==> config.mk <==
export PLATFORM = sky130hd
export DESIGN_NAME = ss_hotkey_rdr
export DESIGN_NICKNAME = d
export VERILOG_FILES = /design/src/rtl/ss_hotkey_rdr.sv
export SDC_FILE = /design/constraint.sdc
export NUM_CORES = 1
export LEC_CHECK = 0
export ABC_AREA = 1
export CELL_PAD_IN_SITES_DETAIL_PLACEMENT = 1
export CELL_PAD_IN_SITES_GLOBAL_PLACEMENT = 2
export CORE_MARGIN = 8
export CORE_UTILIZATION = 28
export DETAILED_ROUTE_END_ITERATION = 8
export HOLD_SLACK_MARGIN = 0.1
export PLACE_DENSITY_LB_ADDON = 0.15
export SKIP_LAST_GASP = 1
export SYNTH_ARGS = -nofsm -noshare
export SYNTH_HDL_FRONTEND = slang
export SYNTH_SLANG_ARGS = --single-unit
==> constraint.sdc <==
create_clock -name clk -period 1.9 [get_ports clk]
set_input_delay 0.57 -clock clk [delete_from_list [all_inputs] [get_ports clk]]
set_output_delay 0.57 -clock clk [all_outputs]
set_load 0.02 [all_outputs]
==> src/rtl/ss_hotkey_rdr.sv <==
// Controller-port sniffer for up to two pads with a debounced save-state hotkey matcher.
// Bus signals are sampled on the fast clock; m2 is never used as a clock.
module ss_hotkey_rdr #(
  parameter int PORTS = 2,
  parameter int BITS  = 8,
  parameter int KEYS  = 3,
  parameter int HOLD  = 4
) (
  input  logic                        clk,
  input  logic                        sys_rst_n,
  input  logic                        m2,
  input  logic [15:0]                 cpu_addr,
  input  logic [7:0]                  cpu_dat,
  input  logic                        cpu_rw,
  input  logic                        map_rst,
  input  logic                        ss_on,
  input  logic                        ext_btn,
  input  logic [KEYS*BITS-1:0]        key_tbl,
  input  logic                        ss_ack,
  output logic [PORTS*BITS-1:0]       joy,
  output logic [PORTS-1:0]            joy_upd,
  output logic                        ss_req,
  output logic [$clog2(KEYS+1)-1:0]   ss_key,
  output logic [BITS-1:0]             ss_src
);

  localparam int          KW       = $clog2(KEYS+1);
  localparam logic [15:0] JOY_BASE = 16'h4016;
  localparam logic [7:0]  HOLD_C   = 8'(HOLD);

  typedef enum logic [1:0] {IDLE, HOLDING, FIRED, WAIT_REL} state_e;

  // Bus pipeline: index 1 is the decode stage, m2_q[2] only serves edge detection.
  logic [2:0]  m2_q,   m2_d;
  logic [15:0] addr_q [2];
  logic [15:0] addr_d [2];
  logic [7:0]  dat_q  [2];
  logic [7:0]  dat_d  [2];
  logic [1:0]  rw_q,   rw_d;

  logic                load_q, load_d;
  logic [BITS:0]       buff_q [PORTS];
  logic [BITS:0]       buff_d [PORTS];
  logic [BITS-1:0]     joy_q  [PORTS];
  logic [BITS-1:0]     joy_d  [PORTS];
  logic [PORTS-1:0]    done_q, done_d;
  logic [PORTS-1:0]    upd_q,  upd_d;

  state_e              state_q, state_d;
  logic [7:0]          cnt_q, cnt_d;
  logic [KW-1:0]       cur_q, cur_d;
  logic                ext_q, ext_d;
  logic                ss_req_q, ss_req_d;
  logic [KW-1:0]       ss_key_q, ss_key_d;
  logic [BITS-1:0]     ss_src_q, ss_src_d;

  logic                cyc;
  logic                dat_unused;
  logic                match_vld;
  logic [KW-1:0]       match_idx;
  logic                fire_rep, fire_ext;
  logic                hk_clr, ext_rise, rep_ev;
  logic [7:0]          cnt_inc;

  assign cyc        = m2_q[2] & ~m2_q[1];
  assign dat_unused = ^dat_q[1][7:2];
  assign hk_clr     = map_rst | ~ss_on;
  assign ext_rise   = ext_btn & ~ext_q;
  assign rep_ev     = upd_q[0];
  assign cnt_inc    = (cnt_q >= HOLD_C) ? HOLD_C : cnt_q + 8'd1;

  always_comb begin
    m2_d      = {m2_q[1:0], m2};
    addr_d[0] = cpu_addr;
    addr_d[1] = addr_q[0];
    dat_d[0]  = cpu_dat;
    dat_d[1]  = dat_q[0];
    rw_d      = {rw_q[0], cpu_rw};
    ext_d     = ext_btn;
  end

  always_comb begin
    load_d = load_q;
    if (cyc && !rw_q[1] && addr_q[1] == JOY_BASE)
      load_d = dat_q[1][0];
    for (int unsigned p = 0; p < PORTS; p++) begin
      buff_d[p] = buff_q[p];
      joy_d[p]  = joy_q[p];
      done_d[p] = done_q[p];
      upd_d[p]  = 1'b0;
      // The sentinel reaching bit BITS marks a complete report.
      if (load_q) begin
        buff_d[p] = (BITS+1)'(1);
        done_d[p] = 1'b0;
      end else if (buff_q[p][BITS] && !done_q[p]) begin
        joy_d[p]  = buff_q[p][BITS-1:0];
        done_d[p] = 1'b1;
        upd_d[p]  = 1'b1;
      end else if (cyc && rw_q[1] && addr_q[1] == JOY_BASE + 16'(p) && !done_q[p]) begin
        buff_d[p] = {buff_q[p][BITS-1:0], dat_q[1][0] | dat_q[1][1]};
      end
    end
  end

  always_ff @(posedge clk or negedge sys_rst_n) begin
    if (!sys_rst_n) begin
      m2_q   <= '0;
      addr_q <= '{default: '0};
      dat_q  <= '{default: '0};
      rw_q   <= '0;
      load_q <= 1'b0;
      buff_q <= '{default: '0};
      joy_q  <= '{default: '0};
      done_q <= '0;
      upd_q  <= '0;
    end else begin
      m2_q   <= m2_d;
      addr_q <= addr_d;
      dat_q  <= dat_d;
      rw_q   <= rw_d;
      load_q <= load_d;
      buff_q <= buff_d;
      joy_q  <= joy_d;
      done_q <= done_d;
      upd_q  <= upd_d;
    end
  end

  always_comb begin
    match_vld = 1'b0;
    match_idx = '0;
    for (int unsigned k = 0; k < KEYS; k++) begin
      if (!match_vld && key_tbl[k*BITS +: BITS] != '0 && key_tbl[k*BITS +: BITS] == joy_q[0]) begin
        match_vld = 1'b1;
        match_idx = KW'(k);
      end
    end
  end

  always_ff @(posedge clk or negedge sys_rst_n) begin
    if (!sys_rst_n) begin
      state_q  <= IDLE;
      cnt_q    <= '0;
      cur_q    <= '0;
      ext_q    <= 1'b0;
      ss_req_q <= 1'b0;
      ss_key_q <= '0;
      ss_src_q <= '0;
    end else begin
      state_q  <= state_d;
      cnt_q    <= cnt_d;
      cur_q    <= cur_d;
      ext_q    <= ext_d;
      ss_req_q <= ss_req_d;
      ss_key_q <= ss_key_d;
      ss_src_q <= ss_src_d;
    end
  end

  always_comb begin
    state_d  = state_q;
    cnt_d    = cnt_q;
    cur_d    = cur_q;
    fire_rep = 1'b0;
    fire_ext = 1'b0;
    if (hk_clr) begin
      state_d = IDLE;
      cnt_d   = '0;
    end else begin
      unique case (state_q)
        IDLE, HOLDING: begin
          if (ext_rise) begin
            fire_ext = 1'b1;
          end else if (rep_ev) begin
            if (!match_vld) begin
              state_d = IDLE;
              cnt_d   = '0;
            end else begin
              if (state_q == HOLDING && match_idx == cur_q) begin
                cnt_d = cnt_inc;
              end else begin
                cnt_d = 8'd1;
                cur_d = match_idx;
              end
              state_d  = HOLDING;
              fire_rep = (cnt_d >= HOLD_C);
            end
          end
          if (fire_ext || fire_rep)
            state_d = FIRED;
        end
        FIRED: begin
          if (ss_ack)
            state_d = WAIT_REL;
        end
        WAIT_REL: begin
          if (rep_ev && !match_vld) begin
            state_d = IDLE;
            cnt_d   = '0;
          end
        end
        default: state_d = IDLE;
      endcase
    end
  end

  always_comb begin
    ss_req_d = ss_req_q;
    ss_key_d = ss_key_q;
    ss_src_d = ss_src_q;
    if (hk_clr) begin
      ss_req_d = 1'b0;
    end else if (state_q == FIRED && ss_ack) begin
      ss_req_d = 1'b0;
    end else if (fire_ext) begin
      ss_req_d = 1'b1;
      ss_key_d = KW'(KEYS);
      ss_src_d = joy_q[0];
    end else if (fire_rep) begin
      ss_req_d = 1'b1;
      ss_key_d = cur_d;
      ss_src_d = joy_q[0];
    end
  end

  always_comb begin
    joy = '0;
    for (int unsigned p = 0; p < PORTS; p++)
      joy[p*BITS +: BITS] = joy_q[p];
  end

  assign joy_upd = upd_q;
  assign ss_req  = ss_req_q;
  assign ss_key  = ss_key_q;
  assign ss_src  = ss_src_q;

endmodule

==> impl_metrics.py, run 1 <==
metrics = {
    "status": {
        "outcome": "finished, violations left",
        "failed_checks": "setup timing",
    },
    "cts": {
        "numCtsBuffers": 9,
        "cts.htree.levels": 3,
        "path_clk_slew_ps": 80,
        "clock-root-buffer": "clkbuf_16",
        "clk_latency_ps": 350,
        "clkSinkCount": 104,
        "cts_tree": "built",
        "cts_max_path_buffers": 2,
    },
    "worst_setup_path": {
        "crit_slowest_cell": "dfrtp_2",
        "required_ps": 2180,
        "critical_path_buf_inv_count": 2,
        "arrival_ps": 2330,
        "cp_slowest_stage_delay_ps": 460,
        "reg2reg_to": "ss_src[0]$_DFFE_PN0P_",
        "end_kind": "flop",
        "path_cells": "buf_12 -> xnor2_2 -> nand2_1 -> nor2_2 -> nand3_4 -> nand2_4 -> nor2_1 -> nor2_4 -> nand4_4 -> nand2_4 -> buf_12 -> nor2_4 -> a21oi_2",
        "reg2reg_slack_ps": -140,
        "reg2regPathDepth": 13,
        "start_kind": "flop",
        "reg2reg_from": "joy[0]$_DFFE_PN0P_",
        "critPathTopFamily": "simple AND/OR/NAND/NOR gates",
        "path_class": "reg2reg",
        "crit_start": "joy[0]$_DFFE_PN0P_",
        "cp_max_fo": 7,
    },
    "timing": {
        "clock_skew_ps": 5.240,
        "fmax_mhz": 489.3,
        "setup_viol": 16,
        "fin_crit_ps": 2044,
        "hold_violations": 0,
        "period_share": 1.076,
        "worstMarginPinSlew_ps": 399.2,
        "maxSlewViolCount": 0,
        "rsz0062_at_grt": "true",
        "relSlewSlack": 0.7335,
        "setup_ws_ps": -143.9,
    },
    "global_route": {
        "grt_max_degree": 55,
        "track_usage": 0.1261,
        "grt_pass1_vias": 3997,
        "grt-ovfl-total": 0,
        "grt_pass1_wl_mm": 19.88,
        "antenna_found_initial": 0,
    },
    "floorplan": {
        "core_sq_um": 15660,
        "die_y_um": 141.8,
        "die-width_um": 141.8,
        "io_pins": 85,
        "start_util": 0.2832,
        "dieArea_sq_um": 20120,
        "rows": 46,
    },
    "logic_synthesis": {
        "synth_warnings": 0,
        "yosysMostFrequentCell": "nand2_1",
        "synthTopCellsByCount": "nand2_1 (119), dfrtp_1 (104), inv_1 (58)",
        "syn_avg_cell_area_sq_um": 9.219,
        "ys_seq_area_frac": 0.5869,
        "async_flop_share": 1.000,
        "ys.flop_type": "dfrtp_1",
        "postSynthCellCount": 481,
        "synth_top_cell_area_share": 0.5869,
        "ys_ff_latch": 104,
        "netlist_area_sq_um": 4434,
        "synth_nets": 539,
        "ys_types": 35,
        "synth_top_area_cell": "dfrtp_1",
        "synth_edf_count": 0,
        "yosys-top-cells-area": "dfrtp_1 (59%), nand2_1 (10%), inv_1 (4.9%)",
    },
    "place": {
        "io_buffers": 78,
        "dp.cells": 814,
        "postPlaceCellArea_sq_um": 5814,
        "dpl.hpwl_mm": 8.980,
        "globalplace.congestion": 0.7612,
    },
    "drt": {
        "vias_per_cell": 4.304,
        "drtIter0Drc": 100,
        "wl_per_cell_um": 14.15,
        "postRouteAntennaNets": 0,
        "totalWireLength_mm": 12.07,
        "drt-pass1-iter-count": 4,
        "vias": 3671,
        "route.detailed.drc": 0,
    },
    "power_and_ir_drop": {
        "powerDensity_nw_per_um2": 728.0,
        "leakage_nw": 3.227,
        "power.total_mw": 4.772,
        "max-vdd-ir-drop_uv": 398.4,
    },
    "min_path": {
        "hp-start": "addr_d[12]$_DFF_PN0_",
        "hold_class": "reg2reg",
        "hold_end": "addr_q[12]$_DFF_PN0_",
        "worstHoldPathCells": 0,
    },
    "cells_and_area": {
        "drive_gt1_frac": 0.2877,
        "syn_to_final_growth_pct": 47.83,
        "num-fill-cells": 1816,
        "stdcell_area_sq_um": 6555,
        "fin_cells": 853,
        "nets": 689,
    },
    "run": {
        "drv_cap": 0,
    },
}
==> layout make-up <==
class	count	area (sq um)	area share
tap	216	270.3	0.04123
clock inverter	7	78.83	0.01203
inverter	67	256.5	0.03913
antenna	1	2.502	0.0003818
multi-input combinational	303	1768	0.2697
sequential	104	2613	0.3985
timing repair buffer	146	1341	0.2046
clock buffer	9	225.2	0.03436
==> repair_timing <==
action	4_1_cts	5_1_grt
endpoints found under the hold margin	8	0
buffers inserted	18	3
cloned	1	0
resized for setup	105	41
hold buffers	1	0
setup endpoints to repair	47	39
pin swaps	29	21
==> sequential cells by signal, indices dropped and copies added (netlist names), 3 cells and up <==
register / count
m2_q: 3
joy: 16
addr_q: 16
cnt_q: 8
ss_src: 8
buff_q: 18
addr_d: 16
==> cells by family (layout without fill, tap and decap cells) <==
logic type / Yosys count / count (layout) / synth area share
compound gates: 59 / 59 / 0.07957
fa+ha+maj: 2 / 2 / 0.005642
other cells: 0 / 1 / 0
simple gates: 235 / 235 / 0.2458
buf+inv: 74 / 229 / 0.06828
flops: 104 / 104 / 0.5869
xor+xnor: 7 / 7 / 0.01383
==> worst reg2reg max path, cell delays in order, from the launching register on <==
cell and delay, ps:
dfrtp_2 460, buf_12 150, xnor2_2 110, nand2_1 70, nor2_2 140, nand3_4 150
nand2_4 110, nor2_1 60, nor2_4 160, nand4_4 130, nand2_4 150, buf_12 170
nor2_4 40, a21oi_2 90
==> per-layer routing <==
layer / part of all wire / global-route usage / vias to the layer above
met5: 0 / 0 / -
met3: 0.042 / 0.02991 / 15
met1: 0.44 / 0.1499 / 1772
met2: 0.50 / 0.2180 / 63
li1: - / - / 1821
met4: 0.016 / 0.04409 / 0
==> worst max-delay path by stage <==
stage / endpoint / slack [ps] / depth (start not counted)
after floorplan: ss_key[1]$_DFFE_PN0P_ / 50 / 10
after global placement: state_q[1]$_DFFE_PN0P_ / -690 / 13
after detailed placement: state_q[1]$_DFFE_PN0P_ / -740 / 13
after CTS: state_q[0]$_DFFE_PN0P_ / -160 / 17
after global routing: ss_src[7]$_DFFE_PN0P_ / -270 / 15
final: ss_src[0]$_DFFE_PN0P_ / -140 / 13
==> power by group <==
group,internal (mW),switching [mW]
clock,0.946,0.934
combinational,0.250,0.276
sequential,2.30,0.0637
==> through the flow <==
stage	util	setup TNS, ps	setup slack [ps]	hold slack [ps]
finish	0.4187	-1684	-143.9	351.2
global route	0.4186	-3691	-271.4	360.0
CTS	0.4102	-1524	-156.4	354.0
detailed placement	0.3714	-13900	-740.8	335.6
global placement	0.3714	-13440	-687.8	332.9
floorplan	-	0	49.40	274.4
==> cell usage in the layout (no fill, tap or decap), drive strengths merged, types with 2 or more instances in the layout <==
| cell type | n |
|---|---|
| a21oi | 20 |
| buf | 68 |
| clkbuf | 12 |
| clkdlybuf4s15 | 3 |
| clkdlybuf4s50 | 24 |
| clkinv | 2 |
| dfrtp | 104 |
| dlygate4sd2 | 44 |
| dlymetal6s2s | 3 |
| ha | 2 |
| inv | 72 |
| nand2 | 125 |
| nand3 | 29 |
| nand3b | 4 |
| nand4 | 8 |
| nor2 | 56 |
| nor3 | 8 |
| o21ai | 32 |
| o31ai | 3 |
| or4 | 2 |
| xnor2 | 7 |
No activity file was read; power rests on OpenSTA's default activity.
==> inputs of run 2 (changes only) <==
- CORE_UTILIZATION: 28 -> 31
- clock period: 1.9 -> 2.04 ns (I/O delays scaled with it)
==> impl_metrics.py, run 2 (synthesis gave the netlist of run 1 again) <==
metrics = {
    "status": {
        "outcome": "finished clean",
    },
    "floorplan": {
        "die_y_um": 135.6,
        "dieArea_sq_um": 18390,
        "core_sq_um": 13930,
        "rows": 43,
        "die-width_um": 135.6,
        "start_util": 0.3182,
        "io_pins": 85,
    },
    "drt": {
        "vias_per_cell": 4.554,
        "postRouteAntennaNets": 0,
        "drt-pass1-iter-count": 4,
        "drtIter0Drc": 132,
        "route.detailed.drc": 0,
        "totalWireLength_mm": 11.44,
        "vias": 3643,
        "wl_per_cell_um": 14.30,
    },
    "cells_and_area": {
        "fin_cells": 800,
        "layout_common_cells": "nand2_1 (107), dfrtp_1 (96), inv_1 (53)",
        "stdcell_area_sq_um": 6217,
        "num-fill-cells": 1610,
        "drive_gt1_frac": 0.2532,
        "syn_to_final_growth_pct": 40.21,
        "nets": 673,
        "final_common_cell": "nand2_1",
        "largest_reg_flops": 18,
        "antenna_cells": 0,
        "regMostFlops": "buff_q",
    },
    "worst_setup_path": {
        "start_kind": "flop",
        "end_kind": "flop",
        "path_cells": "buf_4 -> xnor2_1 -> nand2_1 -> nor2_2 -> nand3_4 -> nand2_4 -> nor2_1 -> nor2_4 -> nand4_4 -> nand2_4 -> buf_12 -> nor2_2 -> a21oi_2",
        "crit_start": "joy[7]$_DFFE_PN0P_",
        "cp_max_fo": 8,
        "critPathTopFamily": "simple AND/OR/NAND/NOR gates",
        "arrival_ps": 2300,
        "critical_path_buf_inv_count": 2,
        "crit_slowest_cell": "dfrtp_2",
        "required_ps": 2320,
        "cp_slowest_stage_delay_ps": 460,
        "crit_cells": 13,
        "reg2reg_from": "joy[7]$_DFFE_PN0P_",
        "path_class": "reg2reg",
        "reg2regPathDepth": 13,
    },
    "cts": {
        "clock-root-buffer": "clkbuf_16",
        "cts.htree.levels": 3,
        "cts_max_path_buffers": 2,
        "cts_tree": "built",
        "clk_latency_ps": 350,
        "path_clk_slew_ps": 70,
        "numCtsBuffers": 9,
        "clkSinkCount": 104,
    },
    "power_and_ir_drop": {
        "swShare": 0.2524,
        "leakage_nw": 2.974,
        "power_frac_clock": 0.380,
        "powerDensity_nw_per_um2": 695.4,
        "max-vdd-ir-drop_uv": 485.7,
        "pwr-share-comb": 0.112,
        "seqPwrFrac": 0.508,
        "internal-power_mw": 3.232,
        "power_switching_mw": 1.091,
    },
    "global_route": {
        "grt_pass1_wl_mm": 19.35,
        "antenna_found_initial": 0,
        "track_usage": 0.1319,
        "grt-ovfl-total": 0,
        "grt_max_degree": 46,
        "grt_pass1_vias": 4007,
    },
    "place": {
        "globalplace.congestion": 0.7830,
        "place_ws_ps": -587.2,
        "dpl.hpwl_mm": 8.505,
        "io_buffers": 78,
        "postPlaceCellArea_sq_um": 5642,
        "dp.cells": 761,
    },
    "timing": {
        "fmax_mhz": 493.8,
        "maxSlewViolCount": 0,
        "period_share": 0.9927,
        "hold_violations": 0,
        "clock_skew_ps": 8.416,
        "fin_crit_ps": 2025,
        "setup_viol": 0,
        "setup_ws_ps": 14.90,
        "worstMarginPinSlew_ps": 504.1,
        "relSlewSlack": 0.6636,
        "rsz0062_at_grt": "true",
    },
    "min_path": {
        "hold_class": "in2async",
    },
    "run": {
        "drv_cap": 0,
    },
}
[run 2: final cells by class]
| cell class | count | area, sq um | area share |
|---|---|---|---|
| clock buffers | 10 | 229.0 | 0.03683 |
| clock inverters | 6 | 51.30 | 0.008251 |
| inverters | 67 | 256.5 | 0.04126 |
| multi-input cells | 303 | 1638 | 0.2634 |
| flip-flops and latches | 104 | 2613 | 0.4202 |
| well taps | 180 | 225.2 | 0.03622 |
| repair buffers | 130 | 1205 | 0.1938 |
[run 2: repair_timing]
| action | CTS | global route |
|---|---|---|
| pin swaps | 19 | 20 |
| gates cloned | 1 | 0 |
| hold buffers | 0 | 0 |
| buffers inserted | 15 | 7 |
| resized for setup | 61 | 30 |
| setup endpoints to repair | 30 | 23 |
[run 2: worst paths after layout]
path / endpoint / slack (ps)
setup / recovery: ss_src[4]$_DFFE_PN0P_ / 10
hold / removal: joy[13]$_DFFE_PN0P_ / 160
setup reg to reg: ss_src[4]$_DFFE_PN0P_ / 10
hold reg to reg: addr_q[4]$_DFF_PN0_ / 350
max in group asynchronous: joy[2]$_DFFE_PN0P_ / 1350
min in group clk: addr_q[4]$_DFF_PN0_ / 350
[run 2: metrics by stage]
| stage | hold slack (ps) | setup TNS [ps] | util | power [mW] |
|---|---|---|---|---|
| after global routing | 183.5 | -1237 | 0.4462 | 4.519 |
| after global placement | 333.4 | -10250 | 0.4049 | 2.715 |
| final | 158.7 | 0 | 0.4462 | 4.323 |
| after detailed placement | 335.6 | -11030 | 0.4049 | 2.729 |
| after floorplan | 316.4 | 0 | - | 2.424 |
| after CTS | 166.7 | 0 | 0.4383 | 4.386 |
[run 2: power by group through the flow]
| stage | combinational (mW) | clock, mW | sequential (mW) |
|---|---|---|---|
| after floorplan | 0.147 | 0 | 2.28 |
| after global placement | 0.481 | 0 | 2.23 |
| after detailed placement | 0.491 | 0 | 2.24 |
| after CTS | 0.488 | 1.70 | 2.20 |
| after global routing | 0.535 | 1.78 | 2.20 |
| final | 0.485 | 1.64 | 2.19 |
[run 2: metal layers]
| layer | wire length [um] | global-route usage |
|---|---|---|
| met1 | 5231 | 0.1575 |
| met2 | 5597 | 0.2247 |
| met3 | 453 | 0.03264 |
| met4 | 159 | 0.04812 |
| met5 | 0 | 0 |
==> inputs of run 3 (changes only) <==
- CORE_UTILIZATION: 31 -> 30
==> impl_metrics.py, run 3 (synthesis gave the netlist of run 1 again) <==
metrics = {
    "cells_and_area": {
        "syn_to_final_growth_pct": 40.49,
        "largest_reg_flops": 18,
        "fin_cells": 803,
        "nets": 673,
        "layout_common_cells": "nand2_1 (111), dfrtp_1 (96), inv_1 (54)",
        "regMostFlops": "buff_q",
        "antenna_cells": 0,
        "drive_gt1_frac": 0.2359,
        "final_common_cell": "nand2_1",
    },
    "place": {
        "place_ws_ps": -632.7,
        "io_buffers": 78,
        "globalplace.congestion": 0.7384,
        "dpl.hpwl_mm": 8.775,
        "dp.cells": 776,
    },
    "worst_setup_path": {
        "critPathTopFamily": "simple AND/OR/NAND/NOR gates",
        "cp_slowest_stage_delay_ps": 450,
        "required_ps": 2310,
        "critical_path_buf_inv_count": 3,
        "crit_slowest_cell": "dfrtp_2",
        "crit_start": "joy[2]$_DFFE_PN0P_",
        "cpMostUsedCell": "nand2_2",
        "end_kind": "flop",
        "reg2regPathDepth": 16,
        "path_cells": "inv_2 -> nand2_1 -> nand2_1 -> nand2_2 -> nor2_4 -> inv_2 -> nor2_2 -> nand2_2 -> nand2_2 -> nand2_2 -> nor2_4 -> nand4_4 -> nand2_4 -> buf_12 -> nor2_2 -> a21oi_2",
        "arrival_ps": 2260,
        "cp_max_fo": 6,
        "crit_cells": 16,
        "start_kind": "flop",
        "endpoint": "ss_src[0]$_DFFE_PN0P_",
        "reg2reg_to": "ss_src[0]$_DFFE_PN0P_",
        "reg2reg_from": "joy[2]$_DFFE_PN0P_",
        "path_class": "reg2reg",
        "reg2reg_slack_ps": 50,
    },
    "timing": {
        "fmax_mhz": 503.1,
        "setup_viol": 0,
        "rsz0062_at_grt": "true",
        "hold_violations": 0,
        "relSlewSlack": 0.7207,
        "period_share": 0.9744,
        "clock_skew_ps": 9.611,
        "setup_ws_ps": 52.18,
        "fin_tns_setup_ps": 0,
        "worstMarginPinSlew_ps": 419.0,
        "maxSlewViolCount": 0,
        "fin_crit_ps": 1988,
    },
    "drt": {
        "drtIter0Drc": 127,
        "wl_met3_um": 534,
        "m1WireLength_mm": 4.857,
        "wl_per_cell_um": 14.22,
        "totalWireLength_mm": 11.42,
        "wl_met2_mm": 5.866,
        "drt-pass1-iter-count": 4,
        "top_layer": "met4",
        "vias_per_cell": 4.483,
        "route.detailed.drc": 0,
        "vias": 3600,
        "postRouteAntennaNets": 0,
    },
    "cts": {
        "clkSinkCount": 104,
        "cts_max_path_buffers": 2,
        "clk_latency_ps": 350,
        "cts.htree.levels": 3,
        "clock-root-buffer": "clkbuf_16",
        "path_clk_slew_ps": 70,
        "cts_tree": "built",
        "numCtsBuffers": 9,
    },
    "floorplan": {
        "die_y_um": 137.6,
        "start_util": 0.3063,
        "die-width_um": 137.6,
        "io_pins": 85,
        "dieArea_sq_um": 18930,
        "core_sq_um": 14480,
        "rows": 44,
    },
    "power_and_ir_drop": {
        "power_switching_mw": 1.061,
        "internal-power_mw": 3.345,
        "leakage_nw": 3.007,
        "swShare": 0.2408,
        "power_frac_clock": 0.390,
        "powerDensity_nw_per_um2": 707.3,
        "pwr-share-comb": 0.112,
        "seqPwrFrac": 0.498,
        "max-vdd-ir-drop_uv": 435.0,
    },
    "run": {
        "drv_cap": 0,
    },
    "global_route": {
        "antenna_found_initial": 0,
        "grt_pass1_vias": 3891,
        "track_usage": 0.1279,
        "grt_max_degree": 34,
        "grt_pass1_wl_mm": 18.82,
        "grt-ovfl-total": 0,
    },
    "min_path": {
        "hold_class": "in2async",
    },
    "status": {
        "outcome": "finished clean",
    },
}
## run 3: cell count changes in the layout (fill, tap and decap cells not counted), moves of 2 or more
cell             previous run  this run
dlymetal6s2s_1              1         7
buf_6                       3         1
nor2_2                     18        15
buf_4                      45        47
inv_4                       2         0
nand2_1                   107       111
nor2_1                     33        36
dlygate4sd2_1              27        18
nand2_2                    15        13
clkdlybuf4s15_1             1         6
nand2_4                     3         1
## run 3: worst reg2reg max path, cell delays in order (launching register included)
cell	delay [ps]
dfrtp_2	450
inv_2	90
nand2_1	50
nand2_1	70
nand2_2	70
nor2_4	120
inv_2	40
nor2_2	140
nand2_2	80
nand2_2	60
nand2_2	60
nor2_4	140
nand4_4	130
nand2_4	140
buf_12	140
nor2_2	40
a21oi_2	100
## run 3: power by group through the flow
stage	registers [mW]	clock network, mW	logic [mW]
after global placement	2.23	0	0.494
after floorplan	2.28	0	0.147
after global routing	2.20	1.88	0.540
after detailed placement	2.24	0	0.505
after CTS	2.20	1.79	0.504
final	2.19	1.72	0.495
## run 3: per-stage QoR
step                power, mW  utilization  hold slack [ps]  cell area [sq um]
global route            4.624       0.4303            200.4               6230
global placement        2.727       0.3957            333.5               5729
CTS                     4.489       0.4193            193.6               6071
floorplan               2.424            -            316.4               4434
finish                  4.406       0.4303            195.4               6230
detailed placement      2.741       0.3957            336.3               5729
## run 3: how the worst min path moves through the flow
stage | to | cells past startpoint | slack, ps
2_1_floorplan | addr_d[0]$_DFF_PN0_ | 0 | 320
3_3_place_gp | addr_q[2]$_DFF_PN0_ | 0 | 330
3_5_place_dp | addr_q[10]$_DFF_PN0_ | 0 | 340
4_1_cts | joy[9]$_DFFE_PN0P_ | 1 | 190
5_1_grt | joy[9]$_DFFE_PN0P_ | 1 | 200
6_report | joy[9]$_DFFE_PN0P_ | 1 | 200
## run 3: routing by layer
metal	vias up	global-route usage
met5	-	0
met4	0	0.05371
met3	11	0.03100
met2	51	0.2180
met1	1754	0.1508
li1	1784	-
## run 3: final cells by class
type                    count  area, sq um
flip-flops and latches    104         2613
inverters                  67        251.5
clock inverters             6        70.07
repair buffers            130         1225
fillers                  1662         8249
multi-input cells         303         1615
clock buffers               9        225.2
well taps                 184        230.2
## run 3: timing repair
action,4_1_cts,5_1_grt
setup buffers,1,10
setup endpoints to repair,30,21
hold buffers,0,0
gates resized for setup,44,34
gates cloned,0,1
pin swaps,5,25
